--- src/rtl/conv2d_stream_feeder_pkg.sv ---
// Shared definitions for the conv2d input feeder: FSM encoding, kernel size
// and the sizing helpers used to dimension its counters.
package conv2d_stream_feeder_pkg;

  typedef enum logic [2:0] {
    ST_IDLE     = 3'd0,
    ST_K_RD     = 3'd1,
    ST_K_WAIT   = 3'd2,
    ST_P_STREAM = 3'd3,
    ST_FLUSH    = 3'd4,
    ST_FIN      = 3'd5
  } feed_state_e;

  localparam int KTAPS = 9;

  // Bits needed to hold values 0..value-1; never narrower than one bit.
  function automatic int clogb2(input int value);
    int r;
    r = 0;
    while ((1 << r) < value) r++;
    return (r < 1) ? 1 : r;
  endfunction

  // One extra beat beyond a full row drains the engine's double line buffer.
  function automatic int default_flush_len(input int width);
    return width + 1;
  endfunction

endpackage

--- src/rtl/conv2d_stream_feeder_addr_gen.sv ---
// Base + index read address generator; last_o flags the final index of a phase.
module feed_addr_gen #(
  parameter int ADDR_WIDTH = 16,
  parameter int BASE       = 0,
  parameter int COUNT      = 9,
  parameter int IDX_W      = 4
) (
  input  logic                  clk,
  input  logic                  resetn,
  input  logic                  clr_i,
  input  logic                  adv_i,
  output logic [ADDR_WIDTH-1:0] addr_o,
  output logic                  last_o
);

  logic [IDX_W-1:0] idx_q;
  logic [IDX_W-1:0] idx_d;

  always_comb begin
    idx_d = idx_q;
    if (clr_i) begin
      idx_d = '0;
    end else if (adv_i) begin
      idx_d = idx_q + IDX_W'(1);
    end
  end

  always_ff @(posedge clk or negedge resetn) begin
    if (!resetn) begin
      idx_q <= '0;
    end else begin
      idx_q <= idx_d;
    end
  end

  // Address wraps naturally at ADDR_WIDTH.
  assign addr_o = ADDR_WIDTH'(BASE) + ADDR_WIDTH'(idx_q);
  assign last_o = (idx_q == IDX_W'(COUNT - 1));

endmodule

--- src/rtl/conv2d_stream_feeder.sv ---
// Feeds one 3x3 conv engine: 9 kernel words, then the frame, then zero flush beats.
// Every memory read becomes an engine beat exactly one cycle later; pause only stalls new reads.
module conv2d_stream_feeder
  import conv2d_stream_feeder_pkg::*;
#(
  parameter int DATA_WIDTH  = 32,
  parameter int WIDTH       = 32,
  parameter int HEIGHT      = 32,
  parameter int ADDR_WIDTH  = 16,
  parameter int KERNEL_BASE = 0,
  parameter int IMAGE_BASE  = 16,
  parameter int FLUSH_LEN   = default_flush_len(WIDTH)
) (
  input  logic                  clk,
  input  logic                  resetn,
  input  logic                  start,
  input  logic                  pause,
  output logic                  mem_rd_en,
  output logic [ADDR_WIDTH-1:0] mem_addr,
  input  logic [DATA_WIDTH-1:0] mem_rdata,
  output logic                  load_kernel,
  output logic [31:0]           kernel,
  input  logic                  load_kernel_done,
  output logic                  data_valid_in,
  output logic [DATA_WIDTH-1:0] data_in,
  output logic                  busy,
  output logic                  done
);

  localparam int NPIX   = WIDTH * HEIGHT;
  localparam int PIX_W  = clogb2(NPIX + 1);
  localparam int KIDX_W = clogb2(KTAPS + 1);
  localparam int FL_W   = clogb2(FLUSH_LEN + 1);

  feed_state_e     state_q;
  logic [FL_W-1:0] flush_q;
  logic            busy_q;
  logic            done_q;
  logic            load_kernel_q;
  logic            beat_v_q;
  logic            beat_zero_q;

  logic                  k_rd;
  logic                  p_rd;
  logic                  f_beat;
  logic                  k_last;
  logic                  p_last;
  logic                  k_clr;
  logic                  p_clr;
  logic [ADDR_WIDTH-1:0] k_addr;
  logic [ADDR_WIDTH-1:0] p_addr;

  // Kernel reads ignore pause so the engine always sees 9 contiguous words.
  assign k_rd   = (state_q == ST_K_RD);
  assign p_rd   = (state_q == ST_P_STREAM) && !pause;
  assign f_beat = (state_q == ST_FLUSH) && !pause;
  assign k_clr  = (state_q == ST_IDLE);
  assign p_clr  = (state_q == ST_IDLE) || (state_q == ST_K_WAIT);

  feed_addr_gen #(
    .ADDR_WIDTH (ADDR_WIDTH),
    .BASE       (KERNEL_BASE),
    .COUNT      (KTAPS),
    .IDX_W      (KIDX_W)
  ) u_k_addr (
    .clk    (clk),
    .resetn (resetn),
    .clr_i  (k_clr),
    .adv_i  (k_rd),
    .addr_o (k_addr),
    .last_o (k_last)
  );

  feed_addr_gen #(
    .ADDR_WIDTH (ADDR_WIDTH),
    .BASE       (IMAGE_BASE),
    .COUNT      (NPIX),
    .IDX_W      (PIX_W)
  ) u_p_addr (
    .clk    (clk),
    .resetn (resetn),
    .clr_i  (p_clr),
    .adv_i  (p_rd),
    .addr_o (p_addr),
    .last_o (p_last)
  );

  always_ff @(posedge clk or negedge resetn) begin
    if (!resetn) begin
      state_q       <= ST_IDLE;
      flush_q       <= '0;
      busy_q        <= 1'b0;
      done_q        <= 1'b0;
      load_kernel_q <= 1'b0;
      beat_v_q      <= 1'b0;
      beat_zero_q   <= 1'b0;
    end else begin
      done_q        <= 1'b0;
      load_kernel_q <= k_rd;
      beat_v_q      <= p_rd || f_beat;
      beat_zero_q   <= f_beat;
      case (state_q)
        ST_IDLE: begin
          if (start) begin
            busy_q  <= 1'b1;
            state_q <= load_kernel_done ? ST_P_STREAM : ST_K_RD;
          end
        end
        ST_K_RD: begin
          if (k_last) state_q <= ST_K_WAIT;
        end
        ST_K_WAIT: begin
          if (load_kernel_done) state_q <= ST_P_STREAM;
        end
        ST_P_STREAM: begin
          if (p_rd && p_last) begin
            flush_q <= '0;
            state_q <= ST_FLUSH;
          end
        end
        ST_FLUSH: begin
          if (f_beat) begin
            flush_q <= flush_q + FL_W'(1);
            if (flush_q == FL_W'(FLUSH_LEN - 1)) state_q <= ST_FIN;
          end
        end
        ST_FIN: begin
          done_q  <= 1'b1;
          busy_q  <= 1'b0;
          state_q <= ST_IDLE;
        end
        default: state_q <= ST_IDLE;
      endcase
    end
  end

  // Output stage: read data is passed straight through the cycle after the read.
  assign mem_rd_en     = k_rd || p_rd;
  assign mem_addr      = k_rd ? k_addr : (p_rd ? p_addr : '0);
  assign load_kernel   = load_kernel_q;
  assign kernel        = load_kernel_q ? 32'(mem_rdata) : 32'd0;
  assign data_valid_in = beat_v_q;
  assign data_in       = (beat_v_q && !beat_zero_q) ? mem_rdata : '0;
  assign busy          = busy_q;
  assign done          = done_q;

endmodule

--- config.mk ---
export PLATFORM = sky130hd
export DESIGN_NAME = conv2d_stream_feeder
export DESIGN_NICKNAME = d
export VERILOG_FILES = /design/src/rtl/conv2d_stream_feeder_pkg.sv /design/src/rtl/conv2d_stream_feeder_addr_gen.sv /design/src/rtl/conv2d_stream_feeder.sv
export SDC_FILE = /design/constraint.sdc
export NUM_CORES = 1
export LEC_CHECK = 0
export ABC_AREA = 1
export ABC_CLOCK_PERIOD_IN_PS = 2400
export CORE_MARGIN = 2
export CORE_UTILIZATION = 43
export DETAILED_ROUTE_END_ITERATION = 10
export PLACE_DENSITY_LB_ADDON = 0.08
export SYNTH_ARGS = -nofsm -noshare
export SYNTH_HDL_FRONTEND = slang
export SYNTH_SLANG_ARGS = --single-unit
export TNS_END_PERCENT = 30
--- constraint.sdc ---
create_clock -name clk -period 2.4 [get_ports clk]
set_clock_uncertainty 0.05 [all_clocks]
set_input_delay 0.24 -clock clk [delete_from_list [all_inputs] [get_ports clk]]
set_output_delay 0.24 -clock clk [all_outputs]
set_load 0.005 [all_outputs]
==> results of run 1 <==
## power groups by stage
stage,Combinational (uW),Sequential [uW],Clock (uW)
3_5_place_dp,1610,702,0
3_3_place_gp,1580,697,0
6_report,1620,702,531
4_1_cts,1620,697,538
2_1_floorplan,799,694,0
5_1_grt,1800,715,558
## metal layers
layer / share of wire (%) / global-route usage, %
met5: 0 / 0
met4: 1.7 / 8.21
met3: 5.6 / 4.94
met2: 48 / 40.8
met1: 45 / 29.1
## registers in the layout, indices dropped and copies added (netlist names)
register,flops
u_p_addr.idx_q,11
flush_q,6
u_k_addr.idx_q,4
state_q,3
beat_zero_q,1
busy,1
data_valid_in,1
done,1
load_kernel,1
## worst min path at each step
stage | slack [ps] | endpoint
2_1_floorplan | -110 | beat_zero_q
3_3_place_gp | 440 | busy
3_5_place_dp | 460 | busy
4_1_cts | 300 | u_p_addr.idx_q[4]
5_1_grt | 320 | u_p_addr.idx_q[6]
6_report | 280 | u_p_addr.idx_q[6]
## synthesized netlist by cell type
library cell and n:
inv_1 94, nand2_1 90, nor2_1 57, dfrtp_1 29, nand3_1 20, o21ai_0 14, a21oi_1 10, clkbuf_1 6
ha_1 6, nand4_1 6, nor3_1 6, o21ai_1 5, buf_4 4, nand2_2 3, nand3_4 3, nor2_4 3
o22ai_1 3, inv_2 2, o21a_1 2, buf_2 1, buf_6 1, clkinv_1 1, clkinv_2 1, conb_1 1
nand3b_1 1, nor2_2 1, nor3_4 1, xnor2_1 1, xor2_1 1
## worst max-delay path: cells and delay by family (launching register included)
kind                   cells  cell delay [ps]
flip-flops                 1              470
buffers and inverters      3              760
AND/OR/NAND/NOR            2              290
AO/OA/AOI/OAI              1              170
## final cells by class
class | instances | share of cell area, %
Multi-Input combinational cell | 237 | 31.4
Timing Repair Buffer | 122 | 33.0
Tap cell | 70 | 2.39
Sequential cell | 29 | 19.9
Inverter | 98 | 10.1
Clock inverter | 1 | 0.820
Clock buffer | 7 | 2.36
## stage by stage
step           TNS, ps  util, %  worst slack (ps)  power (uW)  hold WS, ps
2_1_floorplan        0        -               900        1490         -106
3_3_place_gp         0     68.7               242        2270          444
3_5_place_dp         0     68.7               225        2310          462
4_1_cts              0     71.0              9.10        2850          299
5_1_grt          -2.55     71.3             -2.55        3070          317
6_report             0     71.3               115        2850          279
## cells by family (layout without fill, tap and decap cells)
family                     Yosys count  in the layout
DFF                                 29             29
and+or+nand+nor                    191            191
other                                1              4
adders and majority gates            6              6
buffers and inverters              110            228
xor gates and xnor gates             2              2
AOI/OAI and AO/OA                   34             34
==> key figures, run 1 <==
STA
  – Min Tclk post-route: 2280 ps
  – Final setup viols: 0
  – Fin. max-slew vios: 0
  – RSZ-0062 raised after global routing: yes
  – Peak Freq: 0.438 GHz
  – Tcrit/Tclk final: 95.2%
  – Final hold violations: 0

Logic synthesis
  – Yosys warns: 0
  – Post-Syn Area: 2290 sq um
  – Post-Syn Instances: 373
  – Post-synthesis compound-gate area fraction: 7.80%
  – Top cell type's share of synthesized area: 31.6%
  – Multiplexer share of the synthesized area: 0%
  – Syn_area_per_cell: 6.15 sq um
  – FF+latch count, synth: 29
  – Sequential-to-total area share from yosys stat: 31.6%
  – Largest family of logic cells by synthesized area: simple AND/OR/NAND/NOR gates
  – Area contributors post-synth: dfrtp_1 (32%), inv_1 (15%), nand2_1 (15%)
  – Adder-Cell Fraction of Synth Area: 3.27%
  – Post-synthesis xor/xnor area fraction: 0.764%
  – Yosys cell types: 29
  – Synth area leader: dfrtp_1
  – Simple-gate share of the synthesized area: 37.3%

Hold path
  – Hold Crit Class: in2async

Power
  – PwrDens: 778 nW/um^2
  – Clk pwr share: 18.6%
  – Sequential Power Share: 24.7%
  – Sw Ratio: 39.7%
  – Int Power: 1720 uW
  – Lkg Pwr: 0.00190 uW
  – Power share of the combinational group: 56.7%
  – Peak VDD IR: 0.000656 V
  – Switch Pwr: 1130 uW

Setup path
  – Worst Setup SP: state_q[1]
  – CP peak stage delay: 530 ps
  – Crit Path Class: reg2out
  – CP endpoint kind: output port
  – Crit-path cells: inv_1 > nand2_1 > nor2_4 > inv_1 > o22ai_1 > clkdlybuf4s50_1
  – CP startpoint kind: flop
  – Critical Path Sink: mem_addr[2]
  – Critical Path AT: 1990 ps
  – FF-to-FF path depth: 9
  – Worst R2R End: flush_q[2]
  – CP Data Required Time: 2110 ps
  – Maximum fanout along the worst path: 7
  – Reg-to-reg critical path startpoint: state_q[2]
  – CP most frequent cell: inv_1
  – Slowest-stage cell, CP: clkdlybuf4s50_1
  – R2R Setup Slk: 560 ps

Routing
  – Pre-Repair DR Iteration Count: 4
  – Drt drc: 0
  – Post-detailed-route count of antenna-violating nets: 0
  – Vias: 2596
  – WL/cell: 12.3 um
  – Routed WL: 6910 um
  – DRT iter0 DRCs: 92
  – Drt via density: 4.60

Finish
  – Commonest non-fill, non-tap cell in the layout: clkdlybuf4s50_1
  – Area of the multi-input gates: 1150 sq um
  – Fillers: 438
  – Nets: 536
  – Share of post-route cells with drive strength above 1: 6.07%
  – P&R area growth vs syn: 59.7%
  – Register area: 729 sq um
  – Final Non-Filler Cells: 564
  – Number of diodes: 0
  – Commonest non-fill, non-tap cells in the layout: clkdlybuf4s50_1 (117), inv_1 (94), nand2_1 (90), nor2_1 (56), dfrtp_1 (26)
  – Final Instance Area: 3660 sq um

Clocking
  – Num CTS Buffers: 5
  – Resized cells post-CTS: 1
  – Clock slew at reported path FFs: 70 ps
  – # Post-CTS Setup Buffers: 0
  – Clk buf depth: 2
  – TritonCTS clock tree: done
  – Root buffer cell: clkbuf_8
  – Later-pin clock latency in the skew report: 290 ps
  – CTS Hold Bufs: 0
  – Htree depth: 2
  – CTS Sinks: 29

Die
  – Rows: 26
  – Die Width: 77.0 um
  – Initial cell density of the core: 44.6%
  – CORE AREA: 5140 sq um
  – Die span in y: 77.0 um
  – Top Ports: 122
  – Die ar.: 5930 sq um

Placement
  – DP Cell Count: 556
  – DP HPWL: 5310 um
  – Placed cell area: 3530 sq um
  – Port bufs: 117
  – RePlAce Congestion: 0.828

Flow run
  – MaxCap Viol Count: 0

Status
  – Outcome: complete, no violations

Global route
  – Tot GR Track Use: 23.6%
  – Initial antenna violation count: 0
  – GR Overflow Total: 0
  – Global-route wire length before repair: 11300 um
  – Vias in the first global route: 2345
  – Largest net degree at the start of global routing: 34
No activity file was read; power rests on OpenSTA's default activity.
==> inputs of run 2 (changes only) <==
Settings changed: CTS_BUF_LIST set to sky130_fd_sc_hd__clkbuf_4 sky130_fd_sc_hd__clkbuf_8 sky130_fd_sc_hd__clkbuf_16.
==> key figures, run 2 (synthesis gave the netlist of run 1 again) <==
Finish
  – Final Non-Filler Cells: 564
  – P&R area growth vs syn: 59.8%
  – Max FFs per register: 11
  – Commonest non-fill, non-tap cells in the layout: clkdlybuf4s50_1 (117), inv_1 (94), nand2_1 (90), nor2_1 (56), dfrtp_1 (26)
  – Register area: 729 sq um
  – Top flop regs: u_p_addr.idx_q x11, flush_q x6, u_k_addr.idx_q x4
  – Reg with most FFs: u_p_addr.idx_q
  – Number of diodes: 0
  – Share of post-route cells with drive strength above 1: 6.28%
  – Fillers: 438
  – Commonest non-fill, non-tap cell in the layout: clkdlybuf4s50_1
  – Nets: 536
  – Area of the multi-input gates: 1150 sq um
  – Core Util, Final: 71.3%

Die
  – Die span in y: 77.0 um
  – Die ar.: 5930 sq um
  – Top Ports: 122
  – CORE AREA: 5140 sq um
  – Rows: 26
  – Die Width: 77.0 um
  – Initial cell density of the core: 44.6%

Routing
  – Drt drc: 0
  – Pre-Repair DR Iteration Count: 4
  – Drt via density: 4.59
  – Met2 Wirelength: 3280 um
  – Routed wl met3: 418 um
  – Routed WL: 6890 um
  – Top sig layer: met4
  – DRT met1 WL: 3080 um
  – Vias: 2591
  – WL/cell: 12.2 um
  – DRT iter0 DRCs: 92
  – Post-detailed-route count of antenna-violating nets: 0

Power
  – Lkg Pwr: 0.00191 uW
  – Design Power: 2860 uW
  – PwrDens: 779 nW/um^2
  – Peak VDD IR: 0.000658 V

STA
  – Final setup viols: 0
  – Final hold violations: 0
  – RSZ-0062 raised after global routing: yes
  – Fin. max-slew vios: 0
  – Hold Slack: 278 ps
  – Min Tclk post-route: 2280 ps
  – Tcrit/Tclk final: 94.9%
  – Setup TNS: 0 ps
  – Peak Freq: 0.439 GHz

Setup path
  – Worst R2R End: flush_q[3]
  – CP endpoint kind: output port
  – CP startpoint kind: flop
  – CP Data Required Time: 2110 ps
  – Reg-to-reg critical path startpoint: state_q[2]
  – Worst Path Buf+Inv: 3
  – FF-to-FF path depth: 9
  – Delay-heaviest family, CP: buffers and inverters
  – Slowest-stage cell, CP: clkdlybuf4s50_1
  – Crit-path cells: inv_1 > nand2_1 > nor2_4 > inv_1 > o22ai_1 > clkdlybuf4s50_1
  – Crit Path Class: reg2out
  – CP most frequent cell: inv_1
  – R2R Setup Slk: 570 ps
  – Maximum fanout along the worst path: 7
  – Critical Path AT: 1990 ps
  – CP peak stage delay: 540 ps

Flow run
  – MaxCap Viol Count: 0

Clocking
  – Htree depth: 2
  – TritonCTS clock tree: done
  – Root buffer cell: clkbuf_8
  – Num CTS Buffers: 5
  – Clock slew at reported path FFs: 70 ps
  – CTS Sinks: 29
  – Clk buf depth: 2
  – # Post-CTS Setup Buffers: 0
  – Later-pin clock latency in the skew report: 290 ps
  – CTS Hold Bufs: 0

Global route
  – Tot GR Track Use: 23.6%
  – GR Overflow Total: 0
  – Global-route wire length before repair: 11300 um
  – Largest net degree at the start of global routing: 34
  – Initial antenna violation count: 0
  – Vias in the first global route: 2346

Placement
  – DP HPWL: 5310 um
  – DP Cell Count: 556
  – Port bufs: 117
  – RePlAce Congestion: 0.828

Hold path
  – Hold Crit Class: in2async

Status
  – Outcome: complete, no violations
[run 2: how the worst max path moves through the flow]
stage               slack (ps)           end  depth (start not counted)       start
finish                     120   mem_addr[2]                          6  state_q[1]
global route                -3   mem_addr[1]                          6  state_q[1]
CTS                          9   mem_addr[0]                          7  state_q[2]
detailed placement         220   mem_addr[0]                          6       pause
global placement           240   mem_addr[0]                          6       pause
floorplan                  900  mem_addr[10]                          6  state_q[2]
[run 2: power breakdown]
| part | switching [uW] | internal [uW] |
|---|---|---|
| registers | 112 | 589 |
| clock network | 191 | 349 |
| logic | 826 | 790 |
[run 2: worst register-to-register path, cell delays in order (launching register included)]
cell and delay [ps]:
dfrtp_1 450, inv_4 150, nand3_4 110, nor2_4 190, buf_4 200, nand3_1 90, nand2_1 180, nand2_2 150
nand2_1 80, o21ai_1 60
[run 2: area by class of cell]
cell class	instances	share of cell area [%]
multi-input combinational	237	31.3
sequential	29	19.9
clock buffer	7	2.46
tap	70	2.39
timing repair buffer	122	33.0
clock inverter	1	0.819
inverter	98	10.1
[run 2: what timing repair did]
| action | 4_1_cts | 5_1_grt |
|---|---|---|
| endpoints found under the setup margin | 1 | 5 |
| pin swaps | 0 | 0 |
| cloned | 0 | 0 |
| gates resized for setup | 1 | 5 |
[run 2: layer usage]
metal	vias to the layer above	track usage [%]
met1	1154	29.2
li1	1342	-
met5	-	0
met2	84	40.7
met3	11	4.94
met4	0	8.21
[run 2: stage by stage]
step | instance area (sq um) | worst slack [ps]
after detailed placement | 3530 | 225
after CTS | 3650 | 9.10
after global placement | 3530 | 242
after global routing | 3670 | -2.55
final | 3670 | 122
after floorplan | 2300 | 900
==> inputs of run 3 (changes only) <==
Settings changed: GPL_TIMING_DRIVEN set to 1, SLEW_MARGIN set to 20.
==> results of run 3 <==
Same layout as run 2: the final DEF is identical, and so are final timing and power.
